===== src/rtl/noc_flit_if_packet_demux.sv =====
`default_nettype none
// ============================================================================
// Module  : noc_flit_if_packet_demux
// Brief   : Packet-aware flit demux; per-VC route held from head to tail flit.
// Revision: 1.0
// ============================================================================
module noc_flit_if_packet_demux #(
    parameter int CHANNELS   = 2,
    parameter int ENTRIES    = 2,
    parameter int REGISTERED = 1,
    parameter int FLIT_WIDTH = 16
) (
    input  logic                           clk,
    input  logic                           rst,
    input  logic [CHANNELS*ENTRIES-1:0]    i_select,
    input  logic [CHANNELS-1:0]            i_in_valid,
    output logic [CHANNELS-1:0]            o_in_ready,
    input  logic [FLIT_WIDTH-1:0]          i_in_flit,
    output logic [CHANNELS-1:0]            o_in_vc_available,
    output logic [ENTRIES*CHANNELS-1:0]    o_out_valid,
    input  logic [ENTRIES*CHANNELS-1:0]    i_out_ready,
    output logic [ENTRIES*FLIT_WIDTH-1:0]  o_out_flit,
    input  logic [ENTRIES*CHANNELS-1:0]    i_out_vc_available,
    output logic [CHANNELS-1:0]            o_error
);

    localparam int c_IDX_W = (ENTRIES > 1) ? $clog2(ENTRIES) : 1;

    typedef enum logic {
        ST_IDLE = 1'b0,
        ST_BUSY = 1'b1
    } state_t;

    state_t               r_state [CHANNELS];
    logic [c_IDX_W-1:0]   r_route [CHANNELS];
    logic [CHANNELS-1:0]  r_error;

    logic                 w_head;
    logic                 w_tail;
    logic [CHANNELS-1:0]  w_sel_any;
    logic [c_IDX_W-1:0]   w_sel_idx   [CHANNELS];
    logic [c_IDX_W-1:0]   w_route_idx [CHANNELS];
    logic [CHANNELS-1:0]  w_drop;
    logic [CHANNELS-1:0]  w_in_ready;
    logic [CHANNELS-1:0]  w_accept;
    logic [CHANNELS-1:0]  w_vc_avail;
    logic [CHANNELS-1:0]  w_steer     [ENTRIES];
    logic [ENTRIES*CHANNELS-1:0] w_path_ready;

    assign w_head = i_in_flit[FLIT_WIDTH-1];
    assign w_tail = i_in_flit[FLIT_WIDTH-2];

    // Lowest set select bit wins when the request is multi-hot.
    always_comb begin
        for (int vc = 0; vc < CHANNELS; vc++) begin
            w_sel_any[vc] = 1'b0;
            w_sel_idx[vc] = '0;
            for (int e = ENTRIES - 1; e >= 0; e--) begin
                if (i_select[vc*ENTRIES + e]) begin
                    w_sel_any[vc] = 1'b1;
                    w_sel_idx[vc] = c_IDX_W'(e);
                end
            end
        end
    end

    always_comb begin
        for (int vc = 0; vc < CHANNELS; vc++) begin
            if (r_state[vc] == ST_BUSY) begin
                w_route_idx[vc] = r_route[vc];
                w_drop[vc]      = 1'b0;
                w_vc_avail[vc]  = i_out_vc_available[int'(r_route[vc])*CHANNELS + vc];
            end else begin
                w_route_idx[vc] = w_sel_idx[vc];
                w_drop[vc]      = !(w_head && w_sel_any[vc]);
                w_vc_avail[vc]  = w_sel_any[vc] &&
                                  i_out_vc_available[int'(w_sel_idx[vc])*CHANNELS + vc];
            end
            if (rst)
                w_in_ready[vc] = 1'b0;
            else if (w_drop[vc])
                w_in_ready[vc] = 1'b1;
            else
                w_in_ready[vc] = w_path_ready[int'(w_route_idx[vc])*CHANNELS + vc];
            w_accept[vc] = i_in_valid[vc] && w_in_ready[vc];
        end
        for (int e = 0; e < ENTRIES; e++) begin
            w_steer[e] = '0;
            for (int vc = 0; vc < CHANNELS; vc++) begin
                w_steer[e][vc] = i_in_valid[vc] && !w_drop[vc] &&
                                 (w_route_idx[vc] == c_IDX_W'(e));
            end
        end
    end

    assign o_in_ready        = w_in_ready;
    assign o_in_vc_available = w_vc_avail;
    assign o_error           = r_error;

    always_ff @(posedge clk or posedge rst) begin
        if (rst) begin
            r_error <= '0;
            for (int vc = 0; vc < CHANNELS; vc++) begin
                r_state[vc] <= ST_IDLE;
                r_route[vc] <= '0;
            end
        end else begin
            r_error <= w_accept & w_drop;
            for (int vc = 0; vc < CHANNELS; vc++) begin
                if (w_accept[vc] && !w_drop[vc]) begin
                    case (r_state[vc])
                        ST_IDLE: begin
                            if (w_head && !w_tail) begin
                                r_state[vc] <= ST_BUSY;
                                r_route[vc] <= w_sel_idx[vc];
                            end
                        end
                        ST_BUSY: begin
                            // A stray head inside a packet is carried as body.
                            if (w_tail)
                                r_state[vc] <= ST_IDLE;
                        end
                        default: r_state[vc] <= ST_IDLE;
                    endcase
                end
            end
        end
    end

    generate
        if (REGISTERED != 0) begin : g_registered
            for (genvar e = 0; e < ENTRIES; e++) begin : g_slice
                logic [CHANNELS-1:0]   r_sv;
                logic [FLIT_WIDTH-1:0] r_sf;
                logic [CHANNELS-1:0]   w_load_vc;
                logic                  w_drain;
                logic                  w_can_load;

                assign w_load_vc  = w_steer[e] & w_in_ready;
                assign w_drain    = |(r_sv & i_out_ready[e*CHANNELS +: CHANNELS]);
                assign w_can_load = !(|r_sv) || w_drain;
                assign w_path_ready[e*CHANNELS +: CHANNELS] = {CHANNELS{w_can_load}};
                assign o_out_valid[e*CHANNELS +: CHANNELS]  = r_sv;
                assign o_out_flit[e*FLIT_WIDTH +: FLIT_WIDTH] = r_sf;

                always_ff @(posedge clk or posedge rst) begin
                    if (rst) begin
                        r_sv <= '0;
                        r_sf <= '0;
                    end else if (|w_load_vc) begin
                        r_sv <= w_load_vc;
                        r_sf <= i_in_flit;
                    end else if (w_drain) begin
                        r_sv <= '0;
                    end
                end
            end
        end else begin : g_combinational
            for (genvar e = 0; e < ENTRIES; e++) begin : g_path
                assign w_path_ready[e*CHANNELS +: CHANNELS] = i_out_ready[e*CHANNELS +: CHANNELS];
                assign o_out_valid[e*CHANNELS +: CHANNELS]  = rst ? '0 : w_steer[e];
                assign o_out_flit[e*FLIT_WIDTH +: FLIT_WIDTH] = i_in_flit;
            end
        end
    endgenerate

endmodule
`default_nettype wire


===== config.mk =====
export PLATFORM = sky130hd
export DESIGN_NAME = noc_flit_if_packet_demux
export DESIGN_NICKNAME = d
export VERILOG_FILES = /design/src/rtl/noc_flit_if_packet_demux.sv
export SDC_FILE = /design/constraint.sdc
export NUM_CORES = 1
export LEC_CHECK = 0
export ABC_AREA = 1
export BUFFER_PORTS_ARGS = -buffer_cell sky130_fd_sc_hd__buf_2
export CAP_MARGIN = 20
export CORE_MARGIN = 1
export CORE_UTILIZATION = 47
export CTS_BUF_LIST = sky130_fd_sc_hd__clkbuf_8
export CTS_CLUSTER_DIAMETER = 40
export CTS_CLUSTER_SIZE = 24
export DETAILED_ROUTE_END_ITERATION = 7
export GPL_TIMING_DRIVEN = 1
export PLACE_DENSITY = 0.84
export SLEW_MARGIN = 20
export SYNTH_ARGS = -nofsm -noshare
export SYNTH_HDL_FRONTEND = slang
export SYNTH_SLANG_ARGS = --single-unit

===== constraint.sdc =====
create_clock -name clk -period 1.4 [get_ports clk]
set_input_delay 0.21 -clock clk [delete_from_list [all_inputs] [get_ports clk]]
set_output_delay 0.21 -clock clk [all_outputs]
set_load 0.01 [all_outputs]

==> metrics, run 1 <==
#FFs+latches synth=42; xor/xnor cell area share of the yosys netlist=0%; via count=approximately 2,200; # clock sinks=42; failing checks=setup timing; DP HPWL=4.00 mm; final max-slew violation count=0; WL final=6.48 mm; vias in the first global route=2,159; RSZ-0062 raised after global routing=true; Worst Hold Path Cells=3; synthesized cell area=2200 sq um; clock skew=0.00868 ns; Post-Synthesis Cells=roughly 250; initial cell density of the core=49.9%; initial antenna violation count=0; gpl congestion=0.817; port bufs=73; final non-filler cell total=around 410; Peak supply drop=975 uV; Period minus WS final=1.68 ns; syn_nets=286; Multi-input gate area=just over 1000 sq um; final core utilization=70.1%; Slew @ Worst Pin=between 0.3 and 0.4 ns; main combinational cell family by area after synthesis=simple AND/OR/NAND/NOR gates; warnings from Yosys=0; WHS=0.129 ns; reg2reg end=g_registered.g_slice[1].r_sf[2]; chip width=70.5 microns; post-synthesis mux area share=0%; ratio of cells with drive above 1 in the final layout=between 40 and 50%; arrival time worst endpoint=1.47 ns; hold crit path type=primary input to flip-flop; Placed Cells=389; Std-Cell Rows=24; Cell variety after synth=15; Synth Area in Simple Gates=slightly below 40%; Final Hold Vio Count=0; Pwr Density=2090 nW/um^2; Reg clk slew, reported paths=0.08 ns; WS Path Type=flip-flop to output pin; post-route setup TNS=-8.91 ns; total gr overflow=0; hold path start=i_in_flit[7]; DRT iter0 DRCs=142; crit path max fanout=4; full die area=approximately 5000 sq um; status=complete, but fails checks; Setup WS pre-CTS=-0.213 ns; CTS tree=built; Slew HR=76.5%; die height=approximately 70 microns; fill count=around 350; final worst setup slack=-0.279 ns; CTS HTree Levels=2; Reg area=1050 sq um; Routed Antenna Nets=0; end of the worst hold path=g_registered.g_slice[0].r_sf[7]; CTS Root Cell=clkbuf_8; GRT Total Usage=about a quarter; Tcrit/Tclk final=120%; RR Startpoint=r_state[1]; Req. time, crit path=1.19 ns; maximum clock insertion buffer count=2; top-level I/O count=74; P&R area growth vs syn=40.5%; final setup fails=44; adder-cell share of the synthesized area=0%; via/cell ratio=5.34; Clock Latency Late Sink=~0.30 ns; P_leak=0.00178 uW; r2r setup slk=-0.26 ns; pin count of the biggest net entering global routing=25; final net count=just under 400; Reg2Reg Depth=11; DRC errors left=0; CORE AREA=4410 sq um; Inserted Clock Buffers=5; commonest non-fill, non-tap cell in the layout=nand2_1; maxcap violations=0; Startpoint Class=flip-flop; Seq/Total Area, Yosys=47.7%; highest clock rate=0.596 GHz; drt wl/cell=between 15 and 20 microns; global-route wire length before repair=about 10 mm; Diodes inserted=0; critical path capture point type=output pin; Mapped Avg Cell Area=8.67 sq um; Synth Area in Compound Gates=1.53%; most frequent cells in the layout=nand2_1 (92), buf_2 (71), dfrtp_1 (41); drt pass-1 iters=4
final cells by class:
cell class / count / share of cell area, %
inverter: 24 / 2.99
clock inverter: 1 / 0.970
tap: 52 / 2.10
sequential: 42 / 34.0
clock buffer: 6 / 2.67
timing repair buffer: 111 / 23.9
multi-input combinational: 178 / 33.4
cell usage after synthesis:
library cell	n	area (sq um)
nand3_2	20	200
nand4_1	9	56.3
nand2_4	2	22.5
buf_6	7	78.8
inv_1	20	75.1
inv_2	4	15.0
nand2_1	101	379
nand3_1	22	110
nand2_2	9	56.3
dfrtp_1	42	1050
o21ai_0	5	25.0
nand3_4	1	17.5
a22o_1	1	8.76
buf_12	4	80.1
nor2_1	7	26.3
worst max-delay path by stage:
stage / slack, ns / to / cells after the start / start
after floorplan: -0.02 / g_registered.g_slice[0].r_sv[0] / 10 / r_state[1]
after global placement: -0.09 / g_registered.g_slice[0].r_sf[14] / 8 / g_registered.g_slice[0].r_sv[1]
after detailed placement: -0.21 / g_registered.g_slice[0].r_sf[15] / 9 / r_state[1]
after CTS: -0.22 / g_registered.g_slice[1].r_sf[6] / 11 / r_state[1]
after global routing: -0.32 / g_registered.g_slice[1].r_sf[2] / 11 / r_state[1]
final: -0.28 / o_in_ready[0] / 8 / r_state[1]
cells by family (layout without fill, tap and decap cells):
kind of cell    after synthesis  in the layout
compound gates                6              6
buf+inv                      35            142
flops                        42             42
simple gates                171            172
worst max-delay path: stages, from the launching register on:
cell and delay (ns):
dfrtp_2 0.46, buf_6 0.14, nand2_2 0.07, nand2_2 0.08
nand2_2 0.11, nand3_4 0.09, nand2_4 0.07, inv_2 0.04
buf_6 0.11
report_power, final:
| part | total, uW | leakage (uW) | internal (uW) | switching, uW |
|---|---|---|---|---|
| registers | 2140 | 0.000527 | 1740 | 400 |
| logic | 3350 | 0.00120 | 1540 | 1810 |
| clock network | 979 | 0.0000573 | 571 | 409 |
| total | 6470 | 0.00178 | 3850 | 2620 |
metal layers:
layer	vias to the layer above	GRT usage [%]	part of all wire [%]
met5	-	0	0
met2	88	42.6	51
met3	22	5.05	5.2
met4	0	14.7	3.8
met1	1082	30.6	40
li1	1019	-	-
through the flow:
step,total power (uW),instance area (sq um)
2_1_floorplan,3710,2210
3_3_place_gp,4570,2660
3_5_place_dp,4690,2660
4_1_cts,6120,2980
5_1_grt,6870,3090
6_report,6470,3090
state kept, by name (all words and copies together) (netlist names):
name and count:
g_registered.g_slice.r_sf 32, g_registered.g_slice.r_sv 4, o_error 2, r_route 2
r_state 2
timing repair:
action                     CTS  global route
pin swaps                    8             9
hold endpoints to repair     4             0
resized for setup           25            24
setup buffers               13             3
hold buffers                 1             0
setup endpoints to repair   41            45
cloned                       1             0
(Power assumes the default switching activity.)
==> run 2, diff against run 1 <==
Settings changed: CORE_UTILIZATION 47 to 25, PLACE_DENSITY 0.84 to 0.53, REMOVE_ABC_BUFFERS set to 1.
==> metrics, run 2 (synthesis results as in run 1) <==
critical path capture point type=output pin; DP HPWL=4.24 mm; CTS tree=built; hold crit path type=primary input to flip-flop; post-route setup TNS=-6.23 ns; highest clock rate=0.593 GHz; initial antenna violation count=0; die height=95.9 microns; global-route met1 utilization=18.3%; chip width=between 90 and 100 microns; CTS HTree Levels=2; Routed Antenna Nets=0; Pwr Density=1920 nW/um^2; Req. time, crit path=between 1 and 1.5 ns; port bufs=73; crit path max fanout=4; final max-slew violation count=0; DRC errors left=0; RSZ-0062 raised after global routing=true; via/cell ratio=4.33; via count=2,040; routing usage on met2=21.0%; Final Hold Vio Count=0; # clock sinks=42; met3 Use GR=3.00%; Most Used Layer, Global Route=met2; WS Path Type=flip-flop to output pin; final setup fails=41; final net count=397; P_leak=0.00179 uW; maxcap violations=0; Reg area=around 1100 sq um; slowest stage delay, CP=around 0.46 ns; Tcrit/Tclk final=120%; Peak supply drop=between 700 and 800 uV; WL final=5.90 mm; Slew @ Worst Pin=0.327 ns; CTS Root Cell=clkbuf_8; drt wl/cell=12.5 microns; global-route wire length before repair=9.18 mm; CORE AREA=around 8400 sq um; most flop-heavy register=g_registered.g_slice.r_sf; full die area=9190 sq um; CP Cell Sequence=buf_6 > nand2_2 > nand2_2 > nand2_2 > nand3_4 > buf_6 > nand2_2 > inv_2 > buf_6; Multi-input gate area=973 sq um; gpl congestion=around 0.86; Setup WS pre-CTS=-0.150 ns; status=complete, but fails checks; Clock Latency Late Sink=0.29 ns; pin count of the biggest net entering global routing=24; ratio of cells with drive above 1 in the final layout=47.0%; Startpoint Class=flip-flop; commonest non-fill, non-tap cell in the layout=nand2_1; top flop regs=g_registered.g_slice.r_sf (32), g_registered.g_slice.r_sv (4); initial cell density of the core=26.3%; Std-Cell Rows=33; most used cell, CP=nand2_2; max reg flops=32; maximum clock insertion buffer count=2; Reg clk slew, reported paths=0.08 ns; Inserted Clock Buffers=5; total gr overflow=0; clock skew=0.00921 ns; final worst setup slack=-0.285 ns; Diodes inserted=0; GRT Total Usage=13.3%; top-level I/O count=74; vias in the first global route=1,851; fill count=878; drt pass-1 iters=4; Tot Pwr=5990 uW; Slew HR=approximately 78%; CP max stage cell=dfrtp_2; P&R area growth vs syn=41.6%; failing checks=setup timing; most frequent cells in the layout=nand2_1 (95), buf_2 (72), dfrtp_1 (41); arrival time worst endpoint=1.48 ns; Period minus WS final=about 1.7 ns; DRT iter0 DRCs=83
[run 2: cell types whose count changed in the layout (fill, tap and decap cells not counted), moves of 2 or more]
cell | previous run | this run
buf_4 | 22 | 25
nand2_1 | 92 | 95
nand3_4 | 6 | 3
buf_6 | 15 | 13
inv_2 | 6 | 8
nand2_4 | 9 | 6
nand3_2 | 18 | 20
[run 2: area by class of cell]
class	count	share of cell area (%)
clock inverter	3	0.562
timing repair buffer	115	25.2
multi-input combinational	177	31.2
inverter	24	2.89
sequential	42	33.7
clock buffer	5	2.21
tap	105	4.21
[run 2: layer usage]
metal  part of all wire [%]  routed length [microns]  up-vias
met1                     45                     2660      941
met4                   0.78                       46        0
met2                     47                     2800       66
met3                    6.8                      401        5
li1                       -                        -     1028
met5                      0                        0        -
[run 2: where the power goes]
| part | total (uW) | leakage [uW] | internal [uW] | switching [uW] |
|---|---|---|---|---|
| clock network | 766 | 0.0000493 | 345 | 421 |
| logic | 3110 | 0.00121 | 1500 | 1620 |
| registers | 2110 | 0.000527 | 1740 | 363 |
[run 2: metrics by stage]
step           area (sq um)  hold WS (ns)  instances  utilization [%]
3_5_place_dp           2750         0.177        446             32.8
5_1_grt                3120         0.118        471             37.2
2_1_floorplan          2040         0.320        243                -
4_1_cts                2990        0.0961        467             35.6
3_3_place_gp           2750         0.179        446             32.8
6_report               3120         0.122        471             37.2
[run 2: worst paths after layout]
path	startpoint	to	slack, ns	cells after the start
worst min-delay path	i_in_flit[4]	g_registered.g_slice[1].r_sf[4]	0.12	3
worst max register to register	r_state[1]	g_registered.g_slice[0].r_sf[15]	-0.16	10
worst min register to register	g_registered.g_slice[0].r_sf[5]	g_registered.g_slice[0].r_sf[5]	0.52	2
worst max-delay path	r_state[1]	o_in_ready[0]	-0.29	9
min in group asynchronous	rst	r_route[1]	0.14	3
max in group asynchronous	rst	r_state[0]	0.66	3
[run 2: repair_timing]
action,CTS,global route
gates resized for setup,15,24
endpoints found under the hold margin,3,0
hold buffers,1,0
setup endpoints to repair,41,45
setup buffers,14,4
pin swaps,6,10
cloned,0,1
[run 2: critical path, delay by kind of cell, from the launching register on]
family | cells | cell delay [ns]
AND/OR/NAND/NOR | 5 | 0.32
flip-flops | 1 | 0.46
buffers and inverters | 4 | 0.41
==> run 3, diff against run 2 <==
Settings changed: MAX_ROUTING_LAYER set to met4.
==> metrics, run 3 (synthesis results as in run 1) <==
status=complete, but fails checks; failing checks=setup timing; WS Path Type=flip-flop to output pin; die height=95.9 microns; Crit path max-delay family=flip-flops; vias in the first global route=1,858; global-route wire length before repair=9.16 mm; final setup fails=41; Pwr Density=1920 nW/um^2; Reg area=between 1000 and 1500 sq um; Peak supply drop=788 uV; Reg2Reg Depth=10; drt wl/cell=12.6 microns; drt pass-1 iters=4; most flop-heavy register=g_registered.g_slice.r_sf; crit path max fanout=4; Req. time, crit path=~1.2 ns; clock skew=0.00685 ns; DP HPWL=4.24 mm; maximum clock insertion buffer count=2; chip width=about 96 microns; Final Hold Vio Count=0; final max-slew violation count=0; Startpoint Class=flip-flop; top-level I/O count=74; final non-filler cell total=470; P_leak=0.00178 uW; Clock Latency Late Sink=about 0.29 ns; via/cell ratio=4.33; maxcap violations=0; critical path depth=9; DRC errors left=0; RR Startpoint=r_state[1]; CTS tree=built; initial antenna violation count=0; cell-internal power=3570 uW; Slew @ Worst Pin=0.326 ns; DRT iter0 DRCs=87; RSZ-0062 raised after global routing=true; CP Cell Sequence=buf_6 > nand2_2 > nand2_2 > nand2_2 > nand3_4 > buf_6 > nand2_2 > inv_2 > buf_6; max reg flops=32; Gate power share=a little over 50%; Switching Share=roughly 40%; Diodes inserted=0; most frequent cells in the layout=nand2_1 (95), buf_2 (72), dfrtp_1 (41); Inserted Clock Buffers=5; CTS Root Cell=clkbuf_8; P&R area growth vs syn=41.2%; hold crit path type=primary input to flip-flop; port bufs=between 70 and 80; full die area=between 9000 and 10,000 sq um; final instance area=3110 sq um; worst path bufs/invs=4; Std-Cell Rows=33; Slew HR=between 70% and 80%; Placed Cells=446; via count=slightly above 2,000; r2r setup slk=-0.17 ns; highest clock rate=about 0.59 GHz; total gr overflow=0; final worst setup slack=-0.284 ns; Worst Setup EP=o_in_ready[0]; CORE AREA=~8400 sq um; fill count=between 800 and 900; initial cell density of the core=roughly a quarter; # clock sinks=42; most used cell, CP=nand2_2; CTS HTree Levels=2; Tcrit/Tclk final=120%; Psw=2410 uW; placed instance area=2750 sq um; critical path capture point type=output pin; arrival time worst endpoint=1.47 ns; Reg clk slew, reported paths=~0.080 ns; commonest non-fill, non-tap cell in the layout=nand2_1; final net count=396; ratio of cells with drive above 1 in the final layout=46.8%; slowest stage delay, CP=0.46 ns; Multi-input gate area=a little under 1000 sq um; GRT Total Usage=13.7%; Period minus WS final=1.68 ns; Setup WS pre-CTS=-0.150 ns; sequential share of power=about a third; Worst Setup SP=r_state[1]; pin count of the biggest net entering global routing=24; WL final=roughly 5.9 mm; top flop regs=g_registered.g_slice.r_sf (32), g_registered.g_slice.r_sv (4); Tot Pwr=5980 uW; Routed Antenna Nets=0; reg2reg end=g_registered.g_slice[0].r_sf[0]; clock power share=12.9%; gpl congestion=0.870; CP max stage cell=dfrtp_2
==> run 3: worst min-delay path by stage <==
stage	slack, ns	cells after the start	endpoint	startpoint
after floorplan	0.32	2	g_registered.g_slice[0].r_sf[0]	i_in_flit[0]
after global placement	0.18	2	o_error[1]	rst
after detailed placement	0.18	2	o_error[1]	rst
after CTS	0.1	3	r_route[1]	rst
after global routing	0.12	3	g_registered.g_slice[1].r_sf[12]	i_in_flit[12]
final	0.12	3	g_registered.g_slice[1].r_sf[4]	i_in_flit[4]
==> run 3: area by class of cell <==
class,instances,share of cell area (%)
clock buffers,5,2.21
inverters,24,2.90
clock inverters,3,0.563
repair buffers,114,25.0
multi-input cells,177,31.3
well taps,105,4.22
flip-flops and latches,42,33.8
==> run 3: metrics by stage <==
step	TNS, ns	hold slack (ns)	util (%)
4_1_cts	-6.99	0.0961	35.6
3_5_place_dp	-4.67	0.177	32.8
5_1_grt	-10.72	0.118	37.1
2_1_floorplan	-43.79	0.320	-
3_3_place_gp	-3.39	0.179	32.8
6_report	-6.27	0.122	37.1
==> run 3: per-layer routing <==
| layer | part of all wire [%] | global-route usage, % | up-vias |
|---|---|---|---|
| met5 | 0 | - | - |
| met4 | 0.78 | 3.73 | 0 |
| met3 | 6.3 | 2.61 | 5 |
| met2 | 47 | 21.1 | 62 |
| met1 | 46 | 18.4 | 943 |
| li1 | - | - | 1025 |
==> run 3: repair_timing <==
item,4_1_cts,5_1_grt
hold endpoints to repair,3,0
setup buffers,14,3
hold buffers,1,0
gates cloned,0,1
resized for setup,15,24
endpoints found under the setup margin,41,45
pin swaps,6,10
==> run 3: worst register-to-register path, stage by stage, from the launching register on <==
cell and delay [ns]:
dfrtp_2 0.46, nor2_4 0.11, nand2_2 0.09, nand2_4 0.08
nand2_4 0.06, nand3_4 0.07, buf_4 0.13, nand3_2 0.11
buf_12 0.20, nand3_1 0.10, nand2_1 0.06
==> run 3: power groups by stage <==
stage	clock network [uW]	logic [uW]	registers, uW
floorplan	0	1250	2310
global placement	0	2630	2110
detailed placement	0	2660	2120
CTS	811	2920	2110
global route	855	3440	2180
finish	770	3100	2100
